### src/rtl/seg7_scan_driver.sv
// seg7_scan_driver
// Time-multiplexed seven-segment driver. It latches a packed hex value plus
// decimal points into a shadow register and scans one digit per prescaler
// period. New data is moved into the display register only at frame
// boundaries, so a frame never mixes old and new digits. The first cycle of
// every slot is a dead-time cycle with all anodes off, which suppresses
// ghosting. All pin outputs are registered.

module seg7_scan_driver #(
  parameter int   DIGITS    = 4,
  parameter int   PRESCALE  = 50000,
  parameter logic INVERT    = 1'b1,
  parameter logic AN_INVERT = 1'b1
) (
  input  logic                  clk,
  input  logic                  rst,
  input  logic                  load,
  input  logic [4*DIGITS-1:0]   value,
  input  logic [DIGITS-1:0]     dp,
  input  logic                  blank_lz,
  output logic [6:0]            seg,
  output logic                  dp_out,
  output logic [DIGITS-1:0]     an,
  output logic                  frame
);

  localparam int PW = (PRESCALE > 1) ? $clog2(PRESCALE) : 1;
  localparam int IW = (DIGITS > 1) ? $clog2(DIGITS) : 1;
  localparam logic [PW-1:0] PCNT_LAST = PW'(PRESCALE - 1);
  localparam logic [IW-1:0] IDX_LAST  = IW'(DIGITS - 1);

  // Active-high gfedcba segment pattern for one hex nibble.
  function automatic logic [6:0] hex_pattern(input logic [3:0] nib);
    logic [6:0] pat;
    case (nib)
      4'h0:    pat = 7'h3F;
      4'h1:    pat = 7'h06;
      4'h2:    pat = 7'h5B;
      4'h3:    pat = 7'h4F;
      4'h4:    pat = 7'h66;
      4'h5:    pat = 7'h6D;
      4'h6:    pat = 7'h7D;
      4'h7:    pat = 7'h07;
      4'h8:    pat = 7'h7F;
      4'h9:    pat = 7'h6F;
      4'hA:    pat = 7'h77;
      4'hB:    pat = 7'h7C;
      4'hC:    pat = 7'h39;
      4'hD:    pat = 7'h5E;
      4'hE:    pat = 7'h79;
      4'hF:    pat = 7'h71;
      default: pat = 7'h00;
    endcase
    return pat;
  endfunction

  logic [PW-1:0]       pcnt_r;
  logic [IW-1:0]       idx_r;
  logic [4*DIGITS-1:0] shadow_value_r;
  logic [DIGITS-1:0]   shadow_dp_r;
  logic [4*DIGITS-1:0] disp_value_r;
  logic [DIGITS-1:0]   disp_dp_r;
  logic                frame_r;
  logic [6:0]          seg_r;
  logic                dp_out_r;
  logic [DIGITS-1:0]   an_r;

  logic                tick_s;
  logic                boundary_s;
  logic                zero_run_s;
  logic [DIGITS-1:0]   blank_s;
  logic [3:0]          nib_s;
  logic                digit_dp_s;
  logic                digit_blank_s;
  logic [DIGITS-1:0]   onehot_s;
  logic [6:0]          pattern_s;

  assign tick_s     = (pcnt_r == PCNT_LAST);
  assign boundary_s = tick_s && (idx_r == IDX_LAST);

  // Prescaler and digit index: one slot per PRESCALE cycles, digits wrap.
  always_ff @(posedge clk or posedge rst) begin
    if (rst) begin
      pcnt_r <= {PW{1'b0}};
      idx_r  <= {IW{1'b0}};
    end else if (tick_s) begin
      pcnt_r <= {PW{1'b0}};
      if (idx_r == IDX_LAST) begin
        idx_r <= {IW{1'b0}};
      end else begin
        idx_r <= idx_r + IW'(1);
      end
    end else begin
      pcnt_r <= pcnt_r + PW'(1);
      idx_r  <= idx_r;
    end
  end

  // Shadow captures every load; the display copy moves only at frame
  // boundaries, taking a same-cycle load directly so it costs no extra frame.
  always_ff @(posedge clk or posedge rst) begin
    if (rst) begin
      shadow_value_r <= {(4*DIGITS){1'b0}};
      shadow_dp_r    <= {DIGITS{1'b0}};
      disp_value_r   <= {(4*DIGITS){1'b0}};
      disp_dp_r      <= {DIGITS{1'b0}};
      frame_r        <= 1'b0;
    end else begin
      if (load) begin
        shadow_value_r <= value;
        shadow_dp_r    <= dp;
      end
      if (boundary_s) begin
        disp_value_r <= load ? value : shadow_value_r;
        disp_dp_r    <= load ? dp    : shadow_dp_r;
      end
      frame_r <= boundary_s;
    end
  end

  // Leading-zero map: scan from the top digit down while every nibble is 0.
  always_comb begin
    zero_run_s = 1'b1;
    blank_s    = {DIGITS{1'b0}};
    for (int i = DIGITS - 1; i >= 0; i--) begin
      zero_run_s = zero_run_s & (disp_value_r[4*i +: 4] == 4'h0);
      if (i == 0) begin
        blank_s[i] = 1'b0;
      end else begin
        blank_s[i] = blank_lz & zero_run_s;
      end
    end
  end

  // Select the nibble, dp, blank flag and anode bit of the current digit.
  always_comb begin
    nib_s         = 4'h0;
    digit_dp_s    = 1'b0;
    digit_blank_s = 1'b0;
    onehot_s      = {DIGITS{1'b0}};
    for (int i = 0; i < DIGITS; i++) begin
      if (idx_r == IW'(i)) begin
        nib_s         = disp_value_r[4*i +: 4];
        digit_dp_s    = disp_dp_r[i];
        digit_blank_s = blank_s[i];
        onehot_s[i]   = 1'b1;
      end else begin
        onehot_s[i]   = 1'b0;
      end
    end
    pattern_s = digit_blank_s ? 7'h00 : hex_pattern(nib_s);
  end

  // Pin registers; anodes are forced off on the first (dead) cycle of a slot.
  always_ff @(posedge clk or posedge rst) begin
    if (rst) begin
      seg_r    <= {7{INVERT}};
      dp_out_r <= INVERT;
      an_r     <= {DIGITS{AN_INVERT}};
    end else begin
      seg_r    <= pattern_s ^ {7{INVERT}};
      dp_out_r <= digit_dp_s ^ INVERT;
      if (pcnt_r == {PW{1'b0}}) begin
        an_r <= {DIGITS{AN_INVERT}};
      end else begin
        an_r <= onehot_s ^ {DIGITS{AN_INVERT}};
      end
    end
  end

  assign seg    = seg_r;
  assign dp_out = dp_out_r;
  assign an     = an_r;
  assign frame  = frame_r;

endmodule

### config.mk
export PLATFORM = sky130hd
export DESIGN_NAME = seg7_scan_driver
export DESIGN_NICKNAME = d
export VERILOG_FILES = /design/src/rtl/seg7_scan_driver.sv
export SDC_FILE = /design/constraint.sdc
export NUM_CORES = 1
export LEC_CHECK = 0
export CORE_MARGIN = 3
export CORE_UTILIZATION = 40
export DETAILED_ROUTE_END_ITERATION = 8
export PLACE_DENSITY_LB_ADDON = 0.1
export SLEW_MARGIN = 40
export SYNTH_ARGS = -nofsm -noshare
export SYNTH_HDL_FRONTEND = slang
export SYNTH_SLANG_ARGS = --single-unit
### constraint.sdc
create_clock -name clk -period 2.87 [get_ports clk]
set_input_delay 0.287 -clock clk [delete_from_list [all_inputs] [get_ports clk]]
set_output_delay 0.287 -clock clk [all_outputs]
set_load 0.01 [all_outputs]
==> results of run 1 <==
cells in the mapped netlist, types with 4 or more instances:
cell,n
sky130_fd_sc_hd__nand2_1,21
sky130_fd_sc_hd__inv_1,10
sky130_fd_sc_hd__nand3b_1,4
sky130_fd_sc_hd__mux2_4,19
sky130_fd_sc_hd__nor2_1,15
sky130_fd_sc_hd__ha_1,12
sky130_fd_sc_hd__xnor2_1,5
sky130_fd_sc_hd__dfrtp_1,59
sky130_fd_sc_hd__o21ai_0,5
sky130_fd_sc_hd__dfstp_2,12
sky130_fd_sc_hd__nand3_1,13
sky130_fd_sc_hd__xor2_1,6
sky130_fd_sc_hd__a21oi_1,6
sky130_fd_sc_hd__mux2_2,21
sky130_fd_sc_hd__mux2i_1,4
where the power goes:
group          internal (mW)  switching [mW]
Sequential              1.06          0.0203
Clock                  0.403           0.386
Combinational          0.110          0.0781
Total                   1.57           0.484
layout make-up:
class                   count  area [um^2]
clock inverters             7         70.1
flip-flops and latches     71         1790
fillers                   707         3890
well taps                 102          128
clock buffers               9          124
repair buffers             41          410
multi-input cells         176         1440
inverters                  10         37.5
path summary, 6_finish.rpt:
kind | startpoint | endpoint | depth (start not counted)
setup reg to reg | idx_r[1] | seg[3] | 9
min in group clk | disp_dp_r[3] | dp_out | 1
setup / recovery | idx_r[1] | seg[3] | 9
hold / removal | rst | pcnt_r[2] | 2
hold reg to reg | disp_dp_r[3] | dp_out | 1
max in group asynchronous | rst | disp_value_r[2] | 3
worst max-delay path, delay by kind of cell (launching register included):
| kind | cells | cell delay, ns |
|---|---|---|
| AOI/OAI and AO/OA | 3 | 0.83 |
| adders and majority gates | 2 | 0.61 |
| DFF | 1 | 0.40 |
| and+or+nand+nor | 2 | 0.38 |
| buffers and inverters | 2 | 0.25 |
per-stage QoR:
stage | utilization | instances | total power, mW
after floorplan | - | 265 | 1.20
final | 0.507 | 416 | 2.05
after global placement | 0.483 | 400 | 1.29
after CTS | 0.507 | 416 | 2.08
after global routing | 0.507 | 416 | 2.14
after detailed placement | 0.483 | 400 | 1.29
metal layers:
layer	vias to the layer above	routed length, um	global-route usage
met4	0	80	0.0648
li1	1031	-	-
met1	1028	3100	0.198
met2	47	2720	0.193
met3	6	229	0.0309
met5	-	0	0
logic make-up after synthesis:
group / share of synthesized area
adders and majority gates: 0.0452
xor gates and xnor gates: 0.0290
muxes: 0.169
AOI/OAI and AO/OA: 0.0573
buffers and inverters: 0.0260
and+or+nand+nor: 0.133
DFF: 0.540
sequential cells by signal, summed over array words and instances (netlist names):
name            count
disp_value_r       16
shadow_dp_r         4
shadow_value_r     16
disp_dp_r           4
an                  4
frame               1
pcnt_r             16
idx_r               2
dp_out              1
seg                 7
==> run_results.csv, run 1 <==
group,metric,value,unit
run,max_cap_violations,0,
clock_tree,clock_latency,0.34,ns
clock_tree,cts.reportedPaths.clkPinSlew,0.08,ns
synthesis,yosys_register_bits,71,
worst_setup_path,crit_type,"reg -> reg",
sta,holdWs,0.300,ns
clock_tree,post_cts_hold_buffer_count,0,
floorplanning,die-width,97.1,um
sta,final.min_clock_period,2.57,ns
sta,setup_tns,0,ns
synthesis,synth_top_cell_by_area,"sky130_fd_sc_hd__dfrtp_1",
synthesis,synth_top_cell_area_share,0.445,
sta,post-route-worst-setup-slack,0.301,ns
power_and_ir_drop,power_density_relative_to_cell_area,513,mW/mm^2
synthesis,synth.area.top_cells,"sky130_fd_sc_hd__dfrtp_1, sky130_fd_sc_hd__dfstp_2, sky130_fd_sc_hd__mux2_4, sky130_fd_sc_hd__mux2_2, sky130_fd_sc_hd__ha_1",
synthesis,syn_area,0.00332,mm^2
cells_and_area,final_nets,345,
detailed_routing,drt-total-wl,6.14,mm
clock_tree,numCtsBuffers,9,
synthesis,post_synth_inst_count,265,
worst_setup_path,reg2reg_slack,0.30,ns
detailed_routing,wl_per_cell,14.7,um
synthesis,synthesis.nets,301,
sta,slew_headroom,0.472,
sta,clock-skew-final,0.0132,ns
worst_setup_path,crit_arrival,2.82,ns
sta,final_max_slew_viol_count,0,
place,hpwl,4.43,mm
synthesis,synth-edff-count,0,
power_and_ir_drop,leakagePower,1.80,nW
synthesis,synth-seq-area-share,0.540,
clock_tree,cts_sinks,71,
worst_setup_path,timing.critical_path.to_type,"flop",
worst_setup_path,crit_path_top_delay_cell,"sky130_fd_sc_hd__o221ai_1",
synthesis,synth.distinct_cells,44,
worst_hold_path,hold_class,"in -> async",
place,gp_routability_congestion,0.814,
global_routing,grt_overflow_total,0,
sta,timing.final.setup_violations,0,
outcome,run_status,"completed",
cells_and_area,stdcell_area,0.00400,mm^2
sta,rsz0062_at_grt,"no",
cells_and_area,layout_commonest_cell,"sky130_fd_sc_hd__dfrtp_1",
detailed_routing,via_count,2112,
clock_tree,cts.path.max_buffers,2,
floorplanning,starting_utilization_of_the_core_area,0.421,
global_routing,grt.total_usage,0.137,
floorplanning,rows,32,
sta,timing_worst_slew_pin_value,0.786,ns
synthesis,dominant_synthesized_flop_cell,"sky130_fd_sc_hd__dfrtp_1",
global_routing,pin_count_of_the_biggest_net_entering_global_routing,32,
cells_and_area,syn2layout_area_growth,20.6,%
power_and_ir_drop,max-vdd-ir-drop,219,uV
place,preCtsSetupSlack,0.346,ns
global_routing,number_of_antenna_violations_at_the_first_check_in_global_routing,0,
sta,final_hold_viol_count,0,
synthesis,synth_async_sr_flop_share,1.00,
worst_setup_path,cp_cell_sequence,"inv_1 > ha_1 > and3b_1 > o221ai_1 > inv_1 > ha_1 > and2_1 > a211oi_1 > a41oi_1",
synthesis,syn-mean-instance-area,12.5,um^2
cells_and_area,most_frequent_cells_in_the_layout,"sky130_fd_sc_hd__dfrtp_1, sky130_fd_sc_hd__clkdlybuf4s50_1, sky130_fd_sc_hd__mux2_2, sky130_fd_sc_hd__nand2_1, sky130_fd_sc_hd__mux2_4",
sta,f_max,389,MHz
place,place_area,0.00381,mm^2
worst_setup_path,worst_path_largest_cell_delay,0.56,ns
cells_and_area,fraction_of_final_layout_cells_sized_beyond_drive_strength_1,0.248,
place,portBuffers,36,
detailed_routing,drc_errors,0,
floorplanning,die_area,0.00942,mm^2
detailed_routing,final_antenna_net_count,0,
detailed_routing,drt_first_iter_violations,76,
cells_and_area,antenna_cells_inserted,0,
global_routing,number_of_global_route_vias_before_repair,2100,
synthesis,yosys_warnings,0,
clock_tree,cts_resized,0,
clock_tree,postCtsSetupBuffers,0,
detailed_routing,via_per_inst,5.08,
floorplanning,i_o_pin_total,37,
worst_setup_path,endpoint_required_time_on_the_critical_path,3.12,ns
floorplanning,die_h,97.1,um
clock_tree,clock_tree_from_tritoncts,"yes",
floorplanning,fp.coreArea,0.00789,mm^2
clock_tree,root_buffer,"sky130_fd_sc_hd__clkbuf_8",
detailed_routing,detail_route.first_pass.iterations,4,
worst_setup_path,timing.critical_path.from_type,"flop",
sta,fin_crit_sh,0.895,
worst_setup_path,critPathMaxFanout,12,
global_routing,grt_first_pass_wirelength,10.4,mm
clock_tree,cts_htree_levels,3,
Note: power is estimated with default switching activity, not from simulation.
==> run 2: changes to the inputs <==
--- a/config.mk
+++ b/config.mk
@@ -5,6 +5,7 @@
 export SDC_FILE = /design/constraint.sdc
 export NUM_CORES = 1
 export LEC_CHECK = 0
+export CAP_MARGIN = 20
 export CORE_MARGIN = 3
 export CORE_UTILIZATION = 40
 export DETAILED_ROUTE_END_ITERATION = 8
==> results of run 2 <==
Final layout, timing and power as in run 1 (identical DEF).
